`src/rtl/credit_tx_pkg.sv`:
```
// Shared types and helpers for the credit-based transmit channel.
// The receiver-side credit return logic imports the same width helper so
// both ends size their credit counters identically.
package credit_tx_pkg;

   // Transmitter control states. The encoding is visible on dbg_state.
   typedef enum logic [1:0] {
      INIT = 2'd0,
      RUN  = 2'd1,
      ERR  = 2'd2
   } credit_tx_state_t;

   localparam int CREDIT_TX_DW_DEFAULT      = 16;
   localparam int CREDIT_TX_CREDITS_DEFAULT = 4;

   // Width of a counter that must hold every value 0..slots inclusive.
   function automatic int credit_cnt_width(input int slots);
      return $clog2(slots + 1);
   endfunction

endpackage

```
`src/rtl/credit_tx.sv`:
```
// Transmitter end of a credit-based point-to-point link.
// Accepts words on a valid/ready port and pushes them, one register later,
// into a remote receive buffer of CREDITS slots. One credit is spent per push
// and one comes back per remote pop, so the remote buffer is never overfilled.
//
// Handshake: a word moves upstream->here on a rising edge where
// in_valid & in_ready are both high. in_ready depends only on registered
// state (never on in_valid), so the producer may hold in_valid and in_data
// steady until the transfer happens. Downstream has no ready: out_valid is
// a one-cycle push strobe carrying out_data.
module credit_tx
   import credit_tx_pkg::*;
#(
   parameter int  DW        = CREDIT_TX_DW_DEFAULT,
   parameter int  CREDITS   = CREDIT_TX_CREDITS_DEFAULT,
   parameter bit  OVF_FATAL = 1'b1,
   localparam int CW        = credit_cnt_width(CREDITS)
) (
   input  logic             clk,
   input  logic             rst_n,
   input  logic [DW-1:0]    in_data,
   input  logic             in_valid,
   output logic             in_ready,
   output logic [DW-1:0]    out_data,
   output logic             out_valid,
   input  logic             credit_in,
   output logic [CW-1:0]    credits,
   output logic             err_overflow,
   output credit_tx_state_t dbg_state
);

   localparam logic [CW-1:0] CRED_MAX = CW'(CREDITS);
   localparam logic [CW-1:0] CRED_ONE = CW'(1);

   // A receive buffer with no slots can never accept a word.
   if (CREDITS < 1) begin : g_bad_credits
      $error("credit_tx: CREDITS must be at least 1");
   end

   credit_tx_state_t r_state;
   logic [CW-1:0]    r_credits;
   logic             r_out_valid;
   logic             r_err;
   logic [DW-1:0]    r_out_data;

   logic             w_in_ready;
   logic             w_xfer;
   logic             w_full;
   logic             w_ovf;

   // Ready only while running and holding at least one credit.
   assign w_in_ready = (r_state == RUN) && (r_credits != '0);
   assign w_xfer     = in_valid & w_in_ready;
   assign w_full     = (r_credits == CRED_MAX);
   // A credit with the counter already full and nothing spent this cycle
   // means the receiver popped more than was ever pushed.
   assign w_ovf      = credit_in & ~w_xfer & w_full;

   // Up/down credit counter; saturates at CREDITS on an overflowing return.
   always_ff @(posedge clk) begin
      if (!rst_n) begin
         r_credits <= CRED_MAX;
      end else begin
         if (w_xfer && !credit_in) begin
            r_credits <= r_credits - CRED_ONE;
         end else if (!w_xfer && credit_in && !w_full) begin
            r_credits <= r_credits + CRED_ONE;
         end
      end
   end

   // Control FSM with its registered push strobe and sticky overflow flag.
   always_ff @(posedge clk) begin
      if (!rst_n) begin
         r_state     <= INIT;
         r_out_valid <= 1'b0;
         r_err       <= 1'b0;
      end else begin
         r_out_valid <= w_xfer;
         if (w_ovf) begin
            r_err <= 1'b1;
         end
         case (r_state)
            INIT: r_state <= w_ovf ? ERR : RUN;
            RUN:  r_state <= w_ovf ? ERR : RUN;
            ERR:  r_state <= ERR;
            default: r_state <= ERR;
         endcase
      end
   end

   // Data register; left unreset since out_valid qualifies it.
   always_ff @(posedge clk) begin
      if (w_xfer) begin
         r_out_data <= in_data;
      end
   end

   // Stop simulation when the receiver returns a credit it never owed.
   always_ff @(posedge clk) begin
      if (OVF_FATAL && rst_n) begin
         assert (!w_ovf)
         else $fatal(1, "credit_tx: credit returned with counter already at CREDITS");
      end
   end

   assign in_ready     = w_in_ready;
   assign out_data     = r_out_data;
   assign out_valid    = r_out_valid;
   assign credits      = r_credits;
   assign err_overflow = r_err;
   assign dbg_state    = r_state;

endmodule
```
`config.mk`:
```
export PLATFORM = sky130hd
export DESIGN_NAME = credit_tx
export DESIGN_NICKNAME = d
export VERILOG_FILES = /design/src/rtl/credit_tx_pkg.sv /design/src/rtl/credit_tx.sv
export SDC_FILE = /design/constraint.sdc
export NUM_CORES = 1
export LEC_CHECK = 0
export BUFFER_PORTS_ARGS = -buffer_cell sky130_fd_sc_hd__buf_4
export CAP_MARGIN = 20
export CORE_MARGIN = 3
export CORE_UTILIZATION = 40
export DETAILED_ROUTE_END_ITERATION = 10
export HOLD_SLACK_MARGIN = 0.02
export PLACE_DENSITY = 0.82
export SLEW_MARGIN = 0
export SYNTH_ARGS = -nofsm -noshare
export SYNTH_HDL_FRONTEND = slang
export SYNTH_SLANG_ARGS = --single-unit
```
`constraint.sdc`:
```
create_clock -name clk -period 3.7 [get_ports clk]
set_input_delay 0.185 -clock clk [delete_from_list [all_inputs] [get_ports clk]]
set_output_delay 0.185 -clock clk [all_outputs]
set_load 0.005 [all_outputs]
```
Yosys cells after proc, flatten, opt, wreduce, memory -nomap -nowiden
Cells that the tools add are included.

word-level totals
  flip-flop bits (word level) = 23
  word-level logic and storage cells = 30

operators by class
  mux-type cells = 4
  equality and inequality tests = 2
  bitwise logic cells = 4
  reductions and logical operators = 12
  add/sub/neg operators = 2

operator list
  cell                                                                    number
  3-bit two-way mux                                                       2
  1-bit logical AND                                                       4
  2-bit two-way mux                                                       2
  3-bit by 1-bit adder with 3-bit output (second input constant)          1
  1-bit bitwise AND                                                       3
  3-bit equality test (second input constant)                             1
  1-bit logical NOT                                                       3
  3-bit nonzero test                                                      1
  3-bit by 1-bit subtractor with 3-bit output (second input constant)     1
  2-bit by 1-bit equality test with 1-bit output (second input constant)  1
  2-bit logical NOT                                                       1
  2-bit AND reduction                                                     1
  2-bit nonzero test                                                      1
  2-bit OR reduction                                                      1
  1-bit inverter                                                          1

Longest topological paths before layout
Gate-level depths: netlist of the first run.

  depth after elaboration = 8
  gate-level depth with buffers = 6
  mapped depth without buffers = 6

Least setup slack after synthesis of the first run
Ideal clock, no wire load.

  kind = reg2reg
  from = register r_state[1] (netlist: dbg_state[1])
  to = register r_credits[1] (netlist: credits[1])
  data required time = 3580 ps
  cell stages (with the launch flop) = 5
  setup slack = 1505 ps
  library setup time = 120 ps
  arrival time = 2075 ps
  cell sequence = dfxtp_1 -> nand3b_1 -> nor2_1 -> mux2_2 -> a211o_1

between the ends
  cells in the longest elaborated chain, start to end = 7
  elaborated cells on any way between the ends = 9
  classes of those cells = 1 x eq/ne; 1 x mux; 1 x bitwise; 6 x reduce/logical

ends and longest elaborated chain
  element                                             line             text
  start: declaration                                  credit_tx.sv:40  credit_tx_state_t r_state;
  start signal: assignment                            credit_tx.sv:84  INIT: r_state <= w_ovf ? ERR : RUN;
  start signal: assignment                            credit_tx.sv:85  RUN: r_state <= w_ovf ? ERR : RUN;
  2-bit by 1-bit equality test with 1-bit output (*)  credit_tx.sv:52  assign w_in_ready = (r_state == RUN) && (r_credits != '0);
  1-bit logical AND (*)                               credit_tx.sv:52
  1-bit bitwise AND (*)                               credit_tx.sv:53  assign w_xfer = in_valid & w_in_ready;
  named net w_xfer                                    credit_tx.sv:47  logic w_xfer;
  1-bit logical NOT                                   credit_tx.sv:66  end else if (!w_xfer && credit_in && !w_full) begin
  1-bit logical AND (2 in a row)                      credit_tx.sv:66
  2-bit nonzero test (no source line)                 --
  end signal: assignment                              credit_tx.sv:65  r_credits <= r_credits - CRED_ONE;
  end signal: assignment                              credit_tx.sv:67  r_credits <= r_credits + CRED_ONE;
  end: declaration                                    credit_tx.sv:41  logic [CW-1:0] r_credits;

The timed path passes the listed nets; every way through them passes the cells marked *.
A chain may end at the register's enable or synchronous reset.

Worst setup path in the final report of the first run
  from = register r_credits[0] (netlist: credits[0])
  to = register r_credits[1] (netlist: credits[1])

between the ends
  cells in the longest elaborated chain, start to end = 7
  elaborated cells on any way between the ends = 14
  classes of those cells = 2 x add/sub; 1 x eq/ne; 2 x mux; 1 x bitwise; 8 x reduce/logical

ends and longest elaborated chain
  element
  parallel branches: the longest is 7 deep, another holds 3-bit by 1-bit adder with 3-bit output

Parallel ways; which one is timed is not known. The select of a mux whose other input is x is not followed.

==> qor.csv, run 1 <==
stage,metric,value,unit
outcome,status,"finished, final reports clean",
placed_design,I/O Buffers,43,
setup_path,WP data required,3.89,ns
synth,yosys warns,0,
final_layout,ANT cells,0,
clock_tree,"Reg clk slew, reported paths",0.11,ns
synth,post-synth top area share,55.3,%
job,maxcap violations,0,
global_route,Total GRT Usage,11.6,%
final_layout,design area,1260,sq um
sta,RSZ-0062 raised after global routing,false,
pwr,Total Power,482,uW
global_route,total congestion overflow,0,
clock_tree,CTS Hold Bufs,0,
setup_path,Worst Path Arrival,2.35,ns
synth,most frequently used flop master after synthesis,edfxtp_1,
die,# IOs,44,
global_route,initial antenna violation count,0,
placed_design,Final HPWL DP,1280,um
hold_path,Min-Delay Path Depth,1,
route,DR WL met2,688,um
synth,ys async rst share,0,%
clock_tree,Post-CTS Resized,0,
pwr,Leak Pwr,0.541,nW
sta,crit share post-route,58.4,%
synth,"FF+latch count, synth",23,
synth,number of synthesized flops with an enable pin,16,
clock_tree,total CTS buffers,3,
sta,Final Skew,0.00110,ns
setup_path,Worst R2R Start,credits[0]$_SDFFE_PN0P_,
synth,post-synthesis cell type count,24,
setup_path,CP Capture Type,flop,
route,Met3 Wirelength,174,um
setup_path,Reg2Reg Depth,6,
synth,share of the yosys chip area belonging to registers,71.4,%
pwr,worst vdd ir,0.242,mV
sta,achievable clock frequency,463,MHz
clock_tree,clock root buffer,clkbuf_4,
global_route,maximum number of pins on one net before global-route repair,13,
synth,cell with the most instances after synthesis,edfxtp_1,
sta,Max Slew Vio Count,0,
sta,final worst setup slack,1.54,ns
final_layout,P&R area growth vs syn,44.5,%
placed_design,post-placement cell area,1230,sq um
placed_design,minimum setup slack after placement,1.56,ns
clock_tree,H-tree levels,1,
route,Post-Route WL,1610,um
sta,min cycle time layout,2.16,ns
final_layout,fin nets,126,
synth,synth cell count leaders,"edfxtp_1, dfxtp_1, nand2_1, nor2_1",
clock_tree,"Clk Latency, worst-skew pair",0.29,ns
route,via count,602,
synth,Synth area leader,edfxtp_1,
setup_path,crit start category,flop,
route,drt drc,0,
hold_path,hold crit path type,in2reg,
placed_design,routability cong.,0.686,
die,Die ar.,2770,sq um
sta,Hold Fails Final Rpt,0,
route,wire length per cell,12.3,um
sta,WHS,0.0572,ns
sta,setup-violating endpoint count in the final report,0,
global_route,first-pass GRT wire length,2290,um
hold_path,hold path start,in_data[0],
clock_tree,CTS tree,built,
route,initial drt markers,6,
route,M1 WL,734,um
pwr,power per cell area,384,nW/um^2
die,core area,2000,sq um
synth,syn_nets,78,
die,Std-Cell Rows,16,
setup_path,CP Launch Point,credits[0]$_SDFFE_PN0P_,
die,Die Y,52.6,um
synth,Synth area leaders,"edfxtp_1, dfxtp_1, mux2_4",
die,die width,52.6,um
sta,slew margin rel.,43.4,%
route,TritonRoute pass-1 iters,4,
global_route,vias in the first global route,560,
synth,Mapped Area,870,sq um
synth,synthesized area per cell,15.3,sq um
clock_tree,CTS max path bufs,2,
clock_tree,clk sinks,23,
final_layout,layout cells sized above 1,51.0,%
sta,Setup Total Neg Slack,0,ns
die,starting density of the core,43.4,%
synth,Gate Count Post-Synth,57,
route,DR top layer,met4,
sta,Tightest Pin Transition,0.847,ns
setup_path,CP max FO,6,
route,final antenna-violating net count,0,
setup_path,crit path kind,reg2reg,
clock_tree,post-CTS setup repair buffer count,0,
route,Via density,4.60,
registers in the layout, summed over array words and instances, names as in the netlist:
name / count
out_data: 16
credits: 3
dbg_state: 2
err_overflow: 1
out_valid: 1
placed cells by master, fill, tap and decap left out, types with 2 or more instances in the layout:
master,count
and2_1,2
buf_4,44
clkbuf_4,3
dfxtp_1,7
edfxtp_1,16
inv_1,2
mux2_4,2
nand2_1,5
nand3b_1,2
nor2_1,4
nor3b_1,2
critical path, cell delays in order, from the launching register on:
cell and delay (ns):
dfxtp_1 0.46, nor3_2 0.10, or3_4 0.39, fa_1 0.52, nor2_1 0.04, mux2_2 0.26
a211o_1 0.30
per-stage QoR:
stage	std cells	utilization, %
after detailed placement	127	61.4
final	131	62.7
after global placement	127	61.4
after floorplan	57	-
after global routing	131	62.7
after CTS	131	62.7
worst paths after layout:
path | endpoint | slack (ns)
setup / recovery | credits[1]$_SDFFE_PN0P_ | 1.54
hold / removal | out_data[0]$_DFFE_PP_ | 0.06
setup reg to reg | credits[1]$_SDFFE_PN0P_ | 1.54
hold reg to reg | err_overflow$_SDFFE_PN0P_ | 0.48
power breakdown:
| part | internal [mW] | total, mW | switching, mW | leakage, nW |
|---|---|---|---|---|
| sequential | 0.291 | 0.299 | 0.00809 | 0.203 |
| combinational | 0.0455 | 0.0747 | 0.0292 | 0.323 |
| clock | 0.0419 | 0.109 | 0.0666 | 0.0150 |
logic make-up after synthesis:
| group | count (synthesis) | share of synthesized area, % |
|---|---|---|
| buffers and inverters | 3 | 1.29 |
| DFF | 23 | 71.4 |
| and+or+nand+nor | 22 | 15.3 |
| muxes | 4 | 5.90 |
| adders and majority gates | 1 | 2.30 |
| AOI/OAI and AO/OA | 4 | 3.89 |
per-layer routing:
layer  GRT usage (%)  up-vias
li1                -      298
met1            12.7      264
met2            20.9       38
met3            2.85        2
met4            5.11        0
met5               0        -
layout make-up:
type | instances | area, sq um
Timing Repair Buffer | 44 | 330
Inverter | 2 | 7.51
Tap cell | 27 | 33.8
Fill cell | 170 | 746
Sequential cell | 23 | 621
Multi-Input combinational cell | 31 | 238
Clock buffer | 4 | 26.3
(Power assumes the default switching activity.)
==> inputs of run 2 (changes only) <==
==> constraint.sdc (replaced) <==
create_clock -name clk -period 2 [get_ports clk]
set_input_delay 0.1 -clock clk [delete_from_list [all_inputs] [get_ports clk]]
set_output_delay 0.1 -clock clk [all_outputs]
set_load 0.005 [all_outputs]
==> run 2 against run 1 <==
Net effect:
- the run now ends with negative setup slack left
- hold slack improved by 0.029 ns
- sequential share of layout area fell by 7.2 points
- setup slack got worse by 1.6 ns
- sequential power rose by 83%
- global-route usage rose by 5.0 points
- die area did not move
- maximum frequency rose by 5.8%
- register-to-register slack got worse by 1.6 ns
- critical path type unchanged
- largest power group unchanged
==> qor.csv, run 2 (synthesized netlist as in run 1, its figures left out) <==
stage,metric,value,unit,change
outcome,status,"complete, but fails checks",,
outcome,violated checks,negative setup slack,,
route,initial drt markers,7,,+1
die,Die Y,52.6,um,unchanged
final_layout,ANT cells,0,,unchanged
setup_path,CP Launch Point,dbg_state[1]$_SDFF_PN0_,,
placed_design,I/O Buffers,43,,unchanged
final_layout,Largest register FFs,16,,unchanged
sta,slew margin rel.,78.5,%,+35 points
sta,final worst setup slack,-0.0422,ns,-1.58 ns
pwr,worst vdd ir,0.530,mV,+120%
hold_path,hold crit path type,in2reg,,
sta,Max Slew Vio Count,0,,unchanged
setup_path,"Slowest-stage cell, CP",fa_1,,
setup_path,CP Capture Type,flop,,
setup_path,worst-path cell chain,"nand3b_1, or3_4, fa_1, nor2_1, mux2_2, a211o_1",,
clock_tree,clk sinks,23,,unchanged
pwr,Leak Pwr,0.643,nW,+19%
clock_tree,clock root buffer,clkbuf_4,,
die,Die ar.,2770,sq um,unchanged
placed_design,routability cong.,0.843,,+23%
global_route,met1 Resource Use GR,21.2,%,+8.5 points
die,Std-Cell Rows,16,,unchanged
setup_path,CP max FO,3,,-3
placed_design,Final HPWL DP,1380,um,+7.9%
sta,setup-violating endpoint count in the final report,1,,+1
global_route,GR peak layer,met2,,
die,starting density of the core,43.4,%,unchanged
die,core area,2000,sq um,unchanged
pwr,power per cell area,640,nW/um^2,+67%
sta,Tightest Pin Transition,0.322,ns,-0.524 ns
setup_path,family with the most delay on the worst path,simple AND/OR/NAND/NOR gates,,
hold_path,hold path start,rst_n,,
die,# IOs,44,,unchanged
global_route,met2 Use GR,26.9,%,+6.0 points
final_layout,"commonest non-fill, non-tap cell in the layout",buf_4,,
global_route,met3 Resource Use GR,4.84,%,+2.0 points
global_route,first-pass GRT wire length,3250,um,+42%
sta,crit share post-route,102,%,+44 points
setup_path,CP max stage delay,0.51,ns,about the same
sta,Hold Fails Final Rpt,0,,unchanged
final_layout,Layout Utilization,73.5,%,+11 points
final_layout,design area,1470,sq um,+17%
clock_tree,total CTS buffers,3,,unchanged
setup_path,Worst R2R Start,dbg_state[1]$_SDFF_PN0_,,
setup_path,WP data required,2.20,ns,-1.69 ns
route,via count,683,,+13%
clock_tree,CTS max path bufs,2,,unchanged
clock_tree,"Clk Latency, worst-skew pair",0.30,ns,about the same
job,maxcap violations,0,,unchanged
clock_tree,H-tree levels,1,,unchanged
final_layout,P&R area growth vs syn,69.2,%,
placed_design,post-placement cell area,1280,sq um,+4.5%
final_layout,most frequent cells in the layout,"buf_4, dlygate4sd3_1, edfxtp_1, dfxtp_1, nand2_1",,
route,drt drc,0,,unchanged
final_layout,fin nets,149,,+18%
die,die width,52.6,um,unchanged
route,wire length per cell,14.1,um,+15%
sta,min cycle time layout,2.04,ns,-0.118 ns
setup_path,crit path kind,reg2reg,,
setup_path,Crit. path cell count,6,,unchanged
setup_path,crit start category,flop,,
clock_tree,post-CTS setup repair buffer count,0,,unchanged
clock_tree,"Reg clk slew, reported paths",0.12,ns,about the same
sta,RSZ-0062 raised after global routing,true,,
sta,Final Skew,0.00570,ns,+0.00460 ns
route,final antenna-violating net count,0,,unchanged
global_route,vias in the first global route,678,,+21%
global_route,maximum number of pins on one net before global-route repair,13,,unchanged
sta,achievable clock frequency,490,MHz,+5.8%
global_route,Total GRT Usage,16.6,%,+5.0 points
hold_path,Min-Delay Path Depth,2,,+1
setup_path,worst path bufs/invs,0,,unchanged
setup_path,Reg2Reg Depth,6,,unchanged
global_route,total congestion overflow,0,,unchanged
route,TritonRoute pass-1 iters,3,,-1
route,Post-Route WL,2170,um,+35%
route,Via density,4.44,,-3.5%
clock_tree,CTS tree,built,,
setup_path,Worst Path Arrival,2.25,ns,-0.10 ns
final_layout,layout cells sized above 1,48.0,%,-2.9 points
global_route,initial antenna violation count,0,,unchanged
## run 2: changes by cell type in the layout (fill, tap and decap cells not counted), sizes merged
cell	previous run	this run
buf	44	51
dlygate4sd3	0	16
## run 2: through the flow
stage          instances  total power, mW  setup TNS [ns]  hold WS [ns]  setup slack, ns
2_1_floorplan         57            0.620         -0.0230         0.199          -0.0230
3_3_place_gp         134            0.714               0         0.278           0.0298
3_5_place_dp         134            0.720         -0.0197         0.280          -0.0197
4_1_cts              154            0.940         -0.0420        0.0806          -0.0420
5_1_grt              154            0.991          -0.111        0.0846           -0.111
6_report             154            0.942         -0.0422        0.0863          -0.0422
## run 2: worst paths after layout
check                                                  to  slack [ns]
worst min-delay path            err_overflow$_SDFFE_PN0P_        0.09
worst max register to register    credits[1]$_SDFFE_PN0P_       -0.04
worst min register to register  err_overflow$_SDFFE_PN0P_        0.49
worst max-delay path              credits[1]$_SDFFE_PN0P_       -0.04
## run 2: timing repair
action                                 in CTS  in global routing
gates resized for setup                     0                  0
endpoints found under the hold margin      16                  0
setup endpoints to repair                   1                  1
pin swaps                                   0                  0
hold buffers                               16                  0
## run 2: worst reg2reg max path: cells and delay by family (launching register included)
| kind | cells | cell delay (ns) |
|---|---|---|
| simple gates | 3 | 0.55 |
| compound gates | 1 | 0.29 |
| flops | 1 | 0.33 |
| fa+ha+maj | 1 | 0.51 |
| mux | 1 | 0.26 |
## run 2: layout make-up
cell class	count	area [sq um]
clock buffers	4	26.3
fillers	139	531
inverters	2	7.51
multi-input cells	31	240
flip-flops and latches	23	621
well taps	27	33.8
repair buffers	67	543
## run 2: per-layer routing
metal,share of wire [%],up-vias,wire [um]
met2,46,37,988
li1,-,349,-
met1,43,297,942
met3,11,0,240
met4,0,0,0
met5,0,-,0
## run 2: where the power goes
group	switching, mW	internal [mW]	leakage, nW
registers	0.0108	0.538	0.203
logic	0.0713	0.117	0.425
clock network	0.128	0.0776	0.0150
total	0.210	0.732	0.643
